## config.mk

```make
export PLATFORM = sky130hd
export DESIGN_NAME = pe_out_collector
export DESIGN_NICKNAME = d
export VERILOG_FILES = /design/src/rtl/pe_out_collector_pkg.sv /design/src/rtl/sync_fifo_fwft.sv /design/src/rtl/pe_out_collector.sv
export SDC_FILE = /design/constraint.sdc
export NUM_CORES = 1
export LEC_CHECK = 0
export CORE_AREA = 2 2 372 374
export CTS_BUF_LIST = sky130_fd_sc_hd__clkbuf_4
export DETAILED_ROUTE_END_ITERATION = 16
export DIE_AREA = 0 0 374 376
export DONT_BUFFER_PORTS = 1
export PLACE_DENSITY = 0.51
export SYNTH_ARGS = -nofsm -noshare
export SYNTH_HDL_FRONTEND = slang
export SYNTH_SLANG_ARGS = --single-unit
```

## constraint.sdc

```tcl
create_clock -name clk -period 12.6 [get_ports clk]
set_input_delay 1.26 -clock clk [delete_from_list [all_inputs] [get_ports clk]]
set_output_delay 1.26 -clock clk [all_outputs]
set_load 0.005 [all_outputs]
```

## src/rtl/pe_out_collector_pkg.sv

```systemverilog
// Shared definitions for the PE output collector: datapath width and the stored word layout.
package pe_out_collector_pkg;

  localparam int dwidth_float = 64;

  typedef struct packed {
    logic                    last;
    logic [dwidth_float-1:0] data;
  } pe_word_t;

endpackage

```

## src/rtl/sync_fifo_fwft.sv

```systemverilog
// First-word-fall-through synchronous FIFO; the head entry is visible whenever head_valid is high.
module sync_fifo_fwft #(
  parameter  int WIDTH = 65,
  parameter  int DEPTH = 16,
  localparam int AW    = $clog2(DEPTH),
  localparam int CW    = AW + 1
) (
  input  logic             clk,
  input  logic             rst,
  input  logic             push,
  input  logic [WIDTH-1:0] push_data,
  input  logic             pop,
  output logic [WIDTH-1:0] head_data,
  output logic             head_valid,
  output logic             full,
  output logic [CW-1:0]    count_next
);

  localparam logic [CW-1:0] FULL_C = CW'(DEPTH);

  logic [WIDTH-1:0] mem_r [DEPTH];
  logic [AW-1:0]    wr_ptr_r;
  logic [AW-1:0]    rd_ptr_r;
  logic [CW-1:0]    count_r;
  logic             valid_r;
  logic             wr_s;
  logic             rd_s;
  logic [CW-1:0]    count_next_s;

  assign full       = (count_r == FULL_C);
  assign wr_s       = push && !full;
  assign rd_s       = pop && valid_r;
  assign head_data  = mem_r[rd_ptr_r];
  assign head_valid = valid_r;
  assign count_next = count_next_s;

  // Occupancy after this cycle's write/read pair.
  always_comb begin
    count_next_s = count_r;
    case ({wr_s, rd_s})
      2'b10:   count_next_s = count_r + CW'(1);
      2'b01:   count_next_s = count_r - CW'(1);
      default: count_next_s = count_r;
    endcase
  end

  // Storage array; deliberately left out of reset.
  always_ff @(posedge clk) begin
    if (wr_s) begin
      mem_r[wr_ptr_r] <= push_data;
    end
  end

  // Pointers wrap naturally at the power-of-two depth; valid follows next occupancy.
  always_ff @(posedge clk or posedge rst) begin
    if (rst) begin
      wr_ptr_r <= {AW{1'b0}};
      rd_ptr_r <= {AW{1'b0}};
      count_r  <= {CW{1'b0}};
      valid_r  <= 1'b0;
    end else begin
      if (wr_s) begin
        wr_ptr_r <= wr_ptr_r + AW'(1);
      end
      if (rd_s) begin
        rd_ptr_r <= rd_ptr_r + AW'(1);
      end
      count_r <= count_next_s;
      valid_r <= (count_next_s != {CW{1'b0}});
    end
  end

endmodule

```

## src/rtl/pe_out_collector.sv

```systemverilog
// Collects PE results into an AXI-stream FIFO; drops on full (PE cannot be stalled) and
// tracks overflow, almost-full and emitted-packet count.
module pe_out_collector
  import pe_out_collector_pkg::*;
#(
  parameter int DEPTH     = 16,
  parameter int AFULL_LVL = 12
) (
  input  logic                    clk,
  input  logic                    rst,
  input  logic [dwidth_float-1:0] in_data,
  input  logic                    in_valid,
  input  logic                    in_last,
  output logic [dwidth_float-1:0] m_tdata,
  output logic                    m_tvalid,
  output logic                    m_tlast,
  input  logic                    m_tready,
  output logic                    almost_full,
  output logic                    overflow,
  input  logic                    clr_overflow,
  output logic [15:0]             pkt_count
);

  localparam int            CW      = $clog2(DEPTH) + 1;
  localparam logic [CW-1:0] AFULL_C = CW'(AFULL_LVL);

  pe_word_t      push_word_s;
  pe_word_t      head_word_s;
  logic          head_valid_s;
  logic          full_s;
  logic [CW-1:0] count_next_s;
  logic          drop_s;
  logic          rd_s;
  logic          overflow_r;
  logic          almost_full_r;
  logic [15:0]   pkt_count_r;

  assign push_word_s = '{last: in_last, data: in_data};

  sync_fifo_fwft #(
    .WIDTH ($bits(pe_word_t)),
    .DEPTH (DEPTH)
  ) u_fifo (
    .clk        (clk),
    .rst        (rst),
    .push       (in_valid),
    .push_data  (push_word_s),
    .pop        (m_tready),
    .head_data  (head_word_s),
    .head_valid (head_valid_s),
    .full       (full_s),
    .count_next (count_next_s)
  );

  assign m_tvalid    = head_valid_s;
  assign m_tdata     = head_word_s.data;
  assign m_tlast     = head_word_s.last;
  assign drop_s      = in_valid && full_s;
  assign rd_s        = head_valid_s && m_tready;
  assign overflow    = overflow_r;
  assign almost_full = almost_full_r;
  assign pkt_count   = pkt_count_r;

  // Sticky overflow (set beats clear), packet counter and look-ahead almost-full.
  always_ff @(posedge clk or posedge rst) begin
    if (rst) begin
      overflow_r    <= 1'b0;
      almost_full_r <= 1'b0;
      pkt_count_r   <= 16'd0;
    end else begin
      if (drop_s) begin
        overflow_r <= 1'b1;
      end else if (clr_overflow) begin
        overflow_r <= 1'b0;
      end
      if (rd_s && head_word_s.last) begin
        pkt_count_r <= pkt_count_r + 16'd1;
      end
      almost_full_r <= (count_next_s >= AFULL_C);
    end
  end

endmodule
```

* Word level (Yosys, flattened, before mapping)
Memories as Yosys holds them, arrays and structs flattened.
Index checks and enable logic that the tools add are counted.
** Cells by class
- Add/sub/neg operators :: 5
- Order comparisons :: 1
- Equality and inequality tests :: 3
- Muxes and demuxes :: 5
- Reductions and logical operators :: 7
** Operators by type and width (number)
- adder 16 x 1 -> 16 bit, second input constant :: 1
- case mux 5 bit (2 select lines) :: 1
- adder 4 x 1 -> 4 bit, second input constant :: 2
- adder 5 x 1 -> 5 bit, second input constant :: 1
- == test 5 bit, second input constant :: 1
- >= comparator 5 x 4 -> 1 bit, second input constant :: 1
- nonzero test 5 bit :: 1
- subtractor 5 x 1 -> 5 bit, second input constant :: 1
- logical AND 1 bit :: 4
- two-way mux 1 bit :: 4
- == test 2 x 1 -> 1 bit, second input constant :: 1
- == test 2 bit, second input constant :: 1
- nonzero test 2 bit :: 1
- zero test 1 bit :: 1
** Word-level totals
- Bits in registers :: 32
- Bits in writable memories :: 1040
- Bits of input ports :: 70
- Output and inout port bits :: 84
- Word-level logic and storage cells :: 29
- Memories kept :: 1
** Memory list
- u_fifo.mem_r :: words 16, bits a word 65, read ports 1, clocked after Yosys merged registers in 0, wr ports 1, RTL line sync_fifo_fwft.sv:21 : logic [WIDTH-1:0] mem_r [DEPTH];

* Longest topological paths before layout
Gate-level depths: netlist of run 1.
- Depth in word-level cells :: 6
- Gate-level depth with buffers :: 13
- Gate-level depth less buffers :: 11

* Modules after synthesis
A second synthesis of run 1 with hierarchy kept.
** Second synthesis, totals
- Cell total of the unflattened synthesis :: 1605
- Area, all modules :: 40714.0 sq um
** Modules (own cells, without submodules)
- sync_fifo_fwft :: times used 1, cells each 1540, area each 39907.0 sq um, sequential area each 31580.3 sq um
- pe_out_collector :: times used 1, cells each 65, area each 807.0 sq um, sequential area each 450.4 sq um

* Worst setup path after synthesis of run 1
Ideal clock, no wire load.
- Path kind :: input -> register
- Start :: in in_valid
- End :: mem u_fifo.mem_r[3][0], enable pin
- Library setup time :: 0.568 ns
- Arrival :: 6.349 ns
- Data required time :: 12.032 ns
- Slack :: 5.683 ns
- Stages :: 3
- Path buffers :: 0
- Path through :: a21boi_1 -> nand2_1 -> nor3_1
** On the way
- Cells in the longest elaborated chain, start to end :: 3
** Ends and longest elaborated chain
- from (decl) :: RTL line pe_out_collector.sv:12 : input logic in_valid,
- logical AND 1 bit :: RTL line sync_fifo_fwft.sv:31 : assign wr_s = push && !full;
- two-way mux 1 bit :: RTL line sync_fifo_fwft.sv:49 : if (wr_s) begin
- two-way mux 1 bit (implied by the code) :: RTL line sync_fifo_fwft.sv:50 : mem_r[wr_ptr_r] <= push_data;
- to (decl) :: RTL line sync_fifo_fwft.sv:21
Every way passes these cells.

* Final worst setup path of run 1
- Start :: reg u_fifo.rd_ptr_r[0]
- End :: out m_tdata[57]
** On the way
- Cells in the longest elaborated chain, start to end :: 1
** Ends and longest elaborated chain
- from (decl) :: RTL line sync_fifo_fwft.sv:23 : logic [AW-1:0] rd_ptr_r;
- from (signal assigned) :: RTL line sync_fifo_fwft.sv:58 : rd_ptr_r <= {AW{1'b0}};
- from (signal assigned) :: RTL line sync_fifo_fwft.sv:66 : rd_ptr_r <= rd_ptr_r + AW'(1);
- memory read (16 x 65 bit)
- to (decl) :: RTL line pe_out_collector.sv:14 : output logic [dwidth_float-1:0] m_tdata,
Every way passes these cells.

==> run summary, run 1 <==
Post-synthesis mux area share - 18.0%
Gr ovfl total - 0
Crit-path leading delay family - buffers and inverters
Initial DRT Pass Iterations - 5
I/O pins - 154
Pre-CTS WS - 7.17 ns
Synthesized-area fraction occupied by adder cells - 0.276%
Asr flop ratio synth - 2.99%
Slew Viols, Final - 0
Clk network pwr share - 29.1%
Largest family of logic cells by synthesized area - multiplexers
Sum of negative setup slack - 0 ns
Power per cell area - 216 mW/mm2
Sequential area share after synthesis - 78.5%
Drt wl/cell - 25.8 um
Yosys reg bits - 1072
Mapped Nets - 1701
Routed Antenna Nets - 0
RSZ-0062 raised after global routing - no
# DRC - 0
CTS tree - built
WP data required - 11.34 ns
Vias per cell - 4.83
Startpoint types - flop
Buf/Inv on CP - 2
Hold Path Depth - 0
Reg clk slew, reported paths - 0.06 ns
Ys Warns - 0
Hold Crit Start - in_data[10]
Starting density of the core - 29.9%
Die W - 374 um
EDFF count, synth - 1040
Max Cap Viol - 0
Dpl cell area - 0.0430 mm2
Cell chain of the critical path - buf_4 -> buf_4 -> mux4_2 -> mux4_2
Syn avg cell area - 25.2 um2
Top FF cell, synth - edfxtp_1
Clock skew - 0.0951 ns
Post-synthesis xor/xnor area fraction - 0.580%
Combinational share of power - 26.3%
Number of global-route vias before repair - 20500
Core Area - 0.137 mm2
Worst r2r src - u_fifo.count_r[2]
Seq pwr share - 44.6%
CP max stage cell - buf_4
Final setup vio count - 0
Max clock buf depth - 4
Final hold vios - 0
Worst ir drop on vdd - 0.104 mV
Crit path DAT - 5.15 ns
CTS H-Tree Depth - 5
Sink Count - 1072
Clk root buf - clkbuf_4
F_max - 0.156 GHz
Area Overhead vs Synth - 15.0%
Starting DRT DRC Count - 1180
Worst path depth - 4
CP max stage delay - 0.96 ns
CP Class - flop to output port
Mapped cell area - 0.0408 mm2
Syn Inst Count - 1622
Cell internal pwr - 7.12 mW
Routability Congestion - 0.712
Pin count of the biggest net entering global routing - 103
Vias - 18900
Final worst slack - 6.19 ns
Filler cell count - 12700
Clock latency on the worst-skew pair - 1.22 ns
Sw Ratio - 29.7%
Die Ht - 376 um
Complex-gate fraction of the synthesized area - 0.337%
CTS Buf Count - 302
Total GRT Usage - 14.4%
Post-DP HPWL - 50.4 mm
Design area - 0.0469 mm2
Crit path time final - 6.41 ns
CP max FO - 52
Kind of end point of the critical path - output port
Row count - 136
CP startpoint - u_fifo.rd_ptr_r[0]
Port bufs - 0
Global-route wire length before repair - 144 mm
Final net count - 2015
Slew @ Worst Pin - 1.21 ns
Initial antenna violation count - 4
Period utilization - 50.9%
HP Class - primary input to flop
Status - complete, no violations
Die area - 0.141 mm2
Leak - 14.8 nW
Worst R2R Path Depth - 7
Switching Power - 3.00 mW
Drt total wl - 101 mm
Netlist cell types - 44
Simple-gate share of the synthesized area - 0.957%
Rel. slew slack - 19.5%
Fraction of layout cells with a size suffix above 1 - 39.7%
==> state kept, by name (all words and copies together) (netlist names) <==
name and cells:
almost_full 1, overflow 1, pkt_count 16, u_fifo.count_r 5
u_fifo.head_valid 1, u_fifo.mem_r 1040, u_fifo.rd_ptr_r 4, u_fifo.wr_ptr_r 4
==> what timing repair did <==
item | in CTS | in global routing
hold buffers | 43 | 0
resized for setup | 0 | 0
setup buffers | 0 | 0
endpoints found under the hold margin | 353 | 0
==> cells by family after synthesis <==
kind of cell	after synthesis
AO/OA/AOI/OAI	19
XOR/XNOR	27
adder cells (fa/ha/maj)	9
buffers and inverters	90
flip-flops	1072
multiplexers	330
AND/OR/NAND/NOR	75
==> Yosys cell counts (8+ instances only) <==
| master | number | share of area [%] |
|---|---|---|
| clkbuf_1 | 37 | 0.34 |
| ha_1 | 9 | 0.28 |
| nor3_1 | 8 | 0.098 |
| buf_6 | 25 | 0.69 |
| xor2_1 | 15 | 0.32 |
| edfxtp_1 | 1040 | 77 |
| xnor2_1 | 12 | 0.26 |
| buf_2 | 10 | 0.12 |
| dfrtp_1 | 32 | 2.0 |
| inv_1 | 10 | 0.092 |
| nand2_1 | 19 | 0.17 |
| nor2_1 | 19 | 0.17 |
| mux4_2 | 322 | 18 |
==> per-stage QoR <==
step	hold slack, ns	util (%)	power (mW)	std cells
after floorplan	0.465	-	6.52	1622
after global placement	0.492	31.5	7.32	3383
after detailed placement	0.503	31.5	7.37	3383
after CTS	0.000116	34.3	10.4	3905
after global routing	-0.00757	34.3	10.7	3916
final	0.145	34.3	10.1	3916
==> layout by cell type, fill, tap and decap left out, types with 5 or more instances in the layout <==
cell type	count
dfrtp_1	28
clkinv_2	12
dlygate4sd3_1	43
clkbuf_4	422
mux4_2	322
nand2_1	19
nor2_1	7
diode_2	11
ha_1	9
edfxtp_1	1040
clkinv_1	37
xor2_1	15
a21oi_1	5
o21ai_0	5
nor2_4	12
inv_2	6
xnor2_1	12
buf_4	46
inv_1	10
==> final timing paths <==
path	end	slack, ns
max in group asynchronous	u_fifo.rd_ptr_r[2]	11.32
worst min register to register	pkt_count[15]	0.51
min in group asynchronous	u_fifo.count_r[3]	0.44
worst max register to register	u_fifo.mem_r[5][19]	8.97
worst min-delay path	u_fifo.mem_r[0][10]	0.15
worst max-delay path	m_tdata[57]	6.19
==> cell type report <==
class                   instances  area, um2  share of cell area [%]
repair buffers                 90        796                    1.70
flip-flops and latches       1072      32000                    68.3
clock inverters                57        282                   0.600
inverters                      10       37.5                  0.0800
diodes                         11       27.5                  0.0587
clock buffers                 422       3170                    6.75
well taps                    1794       2240                    4.78
multi-input cells             460       8330                    17.7
==> worst reg2reg max path, stage by stage (launching register included) <==
cell	delay (ns)
dfrtp_1	0.50
nor4_1	0.13
a21boi_1	0.20
buf_4	0.22
nand2_1	0.25
nor2_4	0.63
buf_4	0.50
buf_4	0.71
==> per-layer routing <==
metal	track usage (%)	share of wire, %
met5	0	0.013
met4	5.20	2.0
met3	4.55	6.6
met2	24.3	51
met1	17.3	40
==> power by group through the flow <==
stage | clock network [mW] | logic, mW | registers (mW)
finish | 2.94 | 2.66 | 4.52
global placement | 0 | 2.74 | 4.58
floorplan | 0 | 2.06 | 4.46
CTS | 3.07 | 2.79 | 4.53
detailed placement | 0 | 2.76 | 4.60
global route | 3.25 | 2.88 | 4.55
No activity file was read; power rests on OpenSTA's default activity.
==> inputs of run 2 (changes only) <==
==> constraint.sdc (replaced) <==
create_clock -name clk -period 6.7 [get_ports clk]
set_input_delay 0.67 -clock clk [delete_from_list [all_inputs] [get_ports clk]]
set_output_delay 0.67 -clock clk [all_outputs]
set_load 0.005 [all_outputs]
==> run summary, run 2 (synthesis results as in run 1) <==
Worst path depth - 5 (+1)
Hold buffer count at cts - 72 (+67%)
Crit path time final - 4.83 ns
Vias - 18600 (-1.6%)
Die Ht - 376 um (unchanged)
Combinational share of power - 26.6% (+0.3 points)
Port bufs - 0 (unchanged)
Hold Path Depth - 4 (+4)
Reg clk slew, reported paths - 0.07 ns (about the same)
Final hold vios - 0 (unchanged)
Sw Ratio - 29.9% (+0.23 points)
CP max FO - 41 (-21%)
Initial antenna violation count - 13 (+9)
Max Cap Viol - 0 (unchanged)
Power per cell area - 404 mW/mm2 (+87%)
Slew @ Worst Pin - 1.12 ns (-0.0852 ns)
CP startpoint - u_fifo.rd_ptr_r[3]
Pre-CTS WS - 2.98 ns (-4.19 ns)
Sink Count - 1072 (unchanged)
Area Overhead vs Synth - 15.6%
Clk root buf - clkbuf_4
RSZ-0062 raised after global routing - no
Slew Viols, Final - 0 (unchanged)
Number of flip-flops under the largest register name - 1040 (unchanged)
Kind of end point of the critical path - output port
CP Class - flop to output port
Post-CTS setup buffers - 0 (unchanged)
Routed Antenna Nets - 0 (unchanged)
Cell internal pwr - 13.3 mW (+87%)
Placed Cells - 3373 (-0.30%)
CTS Buf Count - 303 (+0.33%)
I/O pins - 154 (unchanged)
Crit path DAT - 4.16 ns (-0.99 ns)
Routability Congestion - 0.701 (-1.6%)
F_max - 0.207 GHz
Switching Power - 5.69 mW (+89%)
Hold Crit Start - m_tready
Startpoint types - flop
Register bank with the most flops - u_fifo.mem_r
Starting DRT DRC Count - 1378 (+17%)
Final non-filler cell total - 3928 (+0.31%)
Total GRT Usage - 13.9% (-0.50 points)
Die area - 0.141 mm2 (unchanged)
Starting density of the core - 29.9% (unchanged)
HP Class - primary input to flop
Crit-path leading delay family - flip-flops
Global-route wire length before repair - 141 mm (-2.2%)
Max clock buf depth - 4 (unchanged)
Final setup vio count - 0 (unchanged)
CP max stage delay - 0.89 ns (-0.07 ns)
CTS tree - built
Final Core Density - 34.5% (+0.16 points)
Number of global-route vias before repair - 20600 (+0.57%)
Worst R2R Path Depth - 11 (+4)
Status - complete, no violations
Cell chain of the critical path - buf_4 -> mux4_2 -> mux2_2 -> nand2_1 -> o21ai_0
Core Area - 0.137 mm2 (unchanged)
Worst r2r src - u_fifo.count_r[2]
WP data required - 6.03 ns (-5.31 ns)
Leak - 14.9 nW (+0.29%)
Drt wl/cell - 24.8 um (-3.8%)
Row count - 136 (unchanged)
Buf/Inv on CP - 1 (-1)
Sum of negative setup slack - 0 ns (unchanged)
Final net count - 2035 (+0.99%)
Worst ir drop on vdd - 0.485 mV (+370%)
Clk network pwr share - 28.6% (-0.5 points)
Most frequent cells in the layout - edfxtp_1, clkbuf_4, mux4_2, dlygate4sd3_1, clkinv_1
CTS H-Tree Depth - 5 (unchanged)
Die W - 374 um (unchanged)
Drt total wl - 97.4 mm (-3.5%)
CTS resizes - 0 (unchanged)
Seq pwr share - 44.8% (+0.2 points)
Most common cell after layout, fill and taps aside - edfxtp_1
Post-DP HPWL - 50.1 mm (-0.72%)
Initial DRT Pass Iterations - 5 (unchanged)
Final worst slack - 1.87 ns (-4.32 ns)
Fraction of layout cells with a size suffix above 1 - 38.2% (-1.5 points)
CP max stage cell - dfrtp_4
Rel. slew slack - 24.4% (+4.9 points)
Period utilization - 72.1%
Clock skew - 0.0856 ns (-0.00953 ns)
Gr ovfl total - 0 (unchanged)
# DRC - 0 (unchanged)
Pin count of the biggest net entering global routing - 160 (+55%)
Total chip power - 19.0 mW (+88%)
Vias per cell - 4.74 (-1.9%)
Clock latency on the worst-skew pair - 1.19 ns (-0.03 ns)
==> run 2: cell count changes in the layout (fill, tap and decap cells not counted), sizes merged <==
cell         previous run  this run
dlygate4sd3            43        72
diode                  11         6
buf                    47        37
clkinv                 49        59
clkbuf                422       410
==> run 2: final timing paths <==
path                                      end  slack, ns
max                                   m_tlast       1.87
min                              pkt_count[0]       0.21
max reg2reg                       almost_full       3.05
min reg2reg                     pkt_count[15]       0.51
max in group asynchronous        pkt_count[4]       4.94
min in group asynchronous  u_fifo.rd_ptr_r[3]       0.56
==> run 2: per-layer routing <==
layer	part of all wire, %	up-vias	GRT usage, %
met3	5.8	174	4.09
met2	51	580	23.4
met1	42	10000	17.2
li1	-	7850	-
met4	1.7	8	4.45
met5	0.059	-	0
==> run 2: area by class of cell <==
class,count,area (um2)
Tap cell,1794,2240
Multi-Input combinational cell,460,8330
Antenna cell,6,15.0
Clock inverter,67,314
Clock buffer,410,3080
Fill cell,12700,89500
Sequential cell,1072,32000
Inverter,10,37.5
Timing Repair Buffer,109,1090
==> run 2: per-stage QoR <==
stage	cell area, um2	hold WS [ns]
after floorplan	40800	0.465
after global placement	43000	0.492
after detailed placement	43000	0.508
after CTS	47100	0.0335
after global routing	47100	0.0810
final	47100	0.211
==> run 2: power by group through the flow <==
stage	Clock, mW	Sequential, mW	Combinational [mW]
global placement	0	8.64	5.17
floorplan	0	8.39	3.87
CTS	5.70	8.54	5.33
detailed placement	0	8.68	5.20
global route	6.04	8.60	5.48
finish	5.45	8.53	5.05
==> run 2: tightest hold or removal path, cell delays in order <==
cell	delay, ns
and4b_1	0.17
a22o_1	0.19
a31oi_4	0.11
xnor2_1	0.15
==> inputs of run 3 (changes only) <==
--- a/config.mk
+++ b/config.mk
@@ -10,7 +10,7 @@
 export DETAILED_ROUTE_END_ITERATION = 16
 export DIE_AREA = 0 0 374 376
 export DONT_BUFFER_PORTS = 1
-export PLACE_DENSITY = 0.51
+export PLACE_DENSITY = 0.53
 export SYNTH_ARGS = -nofsm -noshare
 export SYNTH_HDL_FRONTEND = slang
 export SYNTH_SLANG_ARGS = --single-unit
==> constraint.sdc (replaced) <==
create_clock -name clk -period 4.35 [get_ports clk]
set_input_delay 0.435 -clock clk [delete_from_list [all_inputs] [get_ports clk]]
set_output_delay 0.435 -clock clk [all_outputs]
set_load 0.005 [all_outputs]
==> run summary, run 3 (synthesis results as in run 1) <==
Status - complete, no violations
CP max FO - 59 (+44%)
Vias per cell - 4.73 (-0.34%)
Kind of end point of the critical path - output port
Vias - 18700 (+0.32%)
Most common cell after layout, fill and taps aside - edfxtp_1
Register bank with the most flops - u_fifo.mem_r
Routability Congestion - 0.700 (-0.14%)
Period utilization - 91.8%
CP Class - flop to output port
HP Class - primary input to flop
Area Overhead vs Synth - 16.8%
Clock latency on the worst-skew pair - 1.22 ns (+0.03 ns)
CP max stage cell - dfrtp_4
Clk root buf - clkbuf_4
Startpoint types - flop
Pin count of the biggest net entering global routing - 81 (-49%)
Most frequent cells in the layout - edfxtp_1, clkbuf_4, mux4_2, dlygate4sd3_1, clkinv_1
Slew Viols, Final - 0 (unchanged)
CP startpoint - u_fifo.rd_ptr_r[0]
WP data required - 3.91 ns (-2.12 ns)
Area of the multi-input gates - 0.00835 mm2 (+0.30%)
Filler cell count - 12600 (-1.0%)
Final setup vio count - 0 (unchanged)
Port bufs - 0 (unchanged)
CP max stage delay - 0.71 ns (-0.18 ns)
Global-route wire length before repair - 144 mm (+2.0%)
Max clock buf depth - 4 (unchanged)
Clock skew - 0.0842 ns (-0.00133 ns)
Row count - 136 (unchanged)
CP most frequent cell - mux4_2
Reg clk slew, reported paths - 0.06 ns (about the same)
RSZ-0062 raised after global routing - no
CTS tree - built
Gr ovfl total - 0 (unchanged)
Worst R2R Path Depth - 11 (unchanged)
Fraction of layout cells with a size suffix above 1 - 39.1% (+0.97 points)
Starting DRT DRC Count - 1446 (+4.9%)
Drt total wl - 101 mm (+3.4%)
Rel. slew slack - 39.8% (+15 points)
Placed Cells - 3389 (+0.47%)
Slew @ Worst Pin - 0.903 ns (-0.219 ns)
Core Area - 0.137 mm2 (unchanged)
Register Area - 0.0320 mm2 (unchanged)
Worst Setup EP - m_tdata[47]
Worst ir drop on vdd - 0.314 mV (-35%)
# DRC - 0 (unchanged)
F_max - 0.251 GHz
Routed Antenna Nets - 0 (unchanged)
Number of flip-flops under the largest register name - 1040 (unchanged)
Crit path DAT - 3.56 ns (-0.60 ns)
Max Cap Viol - 0 (unchanged)
Crit path time final - 3.99 ns
Final Core Density - 34.9% (+0.37 points)
Post-DP HPWL - 49.9 mm (-0.25%)
I/O pins - 154 (unchanged)
Initial DRT Pass Iterations - 5 (unchanged)
Die W - 374 um (unchanged)
Number of global-route vias before repair - 20600 (-0.0097%)
CTS Buf Count - 299 (-1.3%)
Worst r2r src - u_fifo.count_r[2]
Worst reg2reg endpoint - almost_full
Final non-filler cell total - 3954 (+0.66%)
Sink Count - 1072 (unchanged)
Total chip power - 29.9 mW (+57%)
Starting density of the core - 29.9% (unchanged)
Power per cell area - 628 mW/mm2 (+56%)
Die Ht - 376 um (unchanged)
Drt wl/cell - 25.4 um (+2.7%)
Initial antenna violation count - 9 (-4)
R2R setup slack - 0.69 ns (-2.36 ns)
Final net count - 2049 (+0.69%)
Leak - 15.1 nW (+1.7%)
Cell chain of the critical path - buf_12 -> mux4_2 -> mux4_2
Final hold vios - 0 (unchanged)
Die area - 0.141 mm2 (unchanged)
CTS H-Tree Depth - 5 (unchanged)
Total GRT Usage - 14.3% (+0.43 points)
run 3: timing repair:
| action | 4_1_cts | 5_1_grt |
|---|---|---|
| endpoints found under the setup margin | 14 | 0 |
| hold buffers | 72 | 0 |
| hold endpoints to repair | 1100 | 0 |
| gates resized for setup | 0 | 0 |
| buffers inserted | 2 | 0 |
run 3: worst min path at each step:
stage,start,endpoint,slack [ns],depth (start not counted)
6_report,in_data[49],u_fifo.mem_r[4][49],0.20,1
5_1_grt,in_data[49],u_fifo.mem_r[4][49],0.09,1
4_1_cts,in_data[49],u_fifo.mem_r[4][49],0.003,1
3_5_place_dp,rst,almost_full,0.46,2
3_3_place_gp,rst,overflow,0.44,2
2_1_floorplan,pkt_count[15],pkt_count[15],0.46,1
run 3: layer usage:
metal	track usage [%]	vias to the layer above	part of all wire (%)
met2	24.0	549	51
met4	5.26	12	2.1
met5	0	-	0.079
met3	4.31	161	5.6
li1	-	7904	-
met1	17.6	10100	41
run 3: worst max-delay path: cells and delay by family (launching register included):
family	cells	cell delay (ns)
multiplexers	2	1.16
flip-flops	1	0.71
buffers and inverters	1	0.44
run 3: through the flow:
step           worst slack (ns)  cell area [um2]  setup TNS, ns  hold WS [ns]
2_1_floorplan            -0.218            40800        -112.34         0.465
3_3_place_gp              0.854            43300              0         0.444
3_5_place_dp              0.852            43300              0         0.456
4_1_cts                  0.0787            47600              0       0.00318
5_1_grt                  0.0539            47600              0        0.0909
6_report                  0.358            47600              0         0.204
run 3: layout make-up:
cell class	instances	area share, %
sequential	1072	67.3
inverter	10	0.0788
multi-input combinational	460	17.5
tap	1794	4.71
clock buffer	416	6.55
clock inverter	72	0.943
timing repair buffer	127	2.92
antenna	3	0.0158
run 3: power by group:
part	internal, mW	switching (mW)
Sequential	12.4	0.654
Clock	4.74	4.01
Combinational	3.83	4.24
Total	21.0	8.90
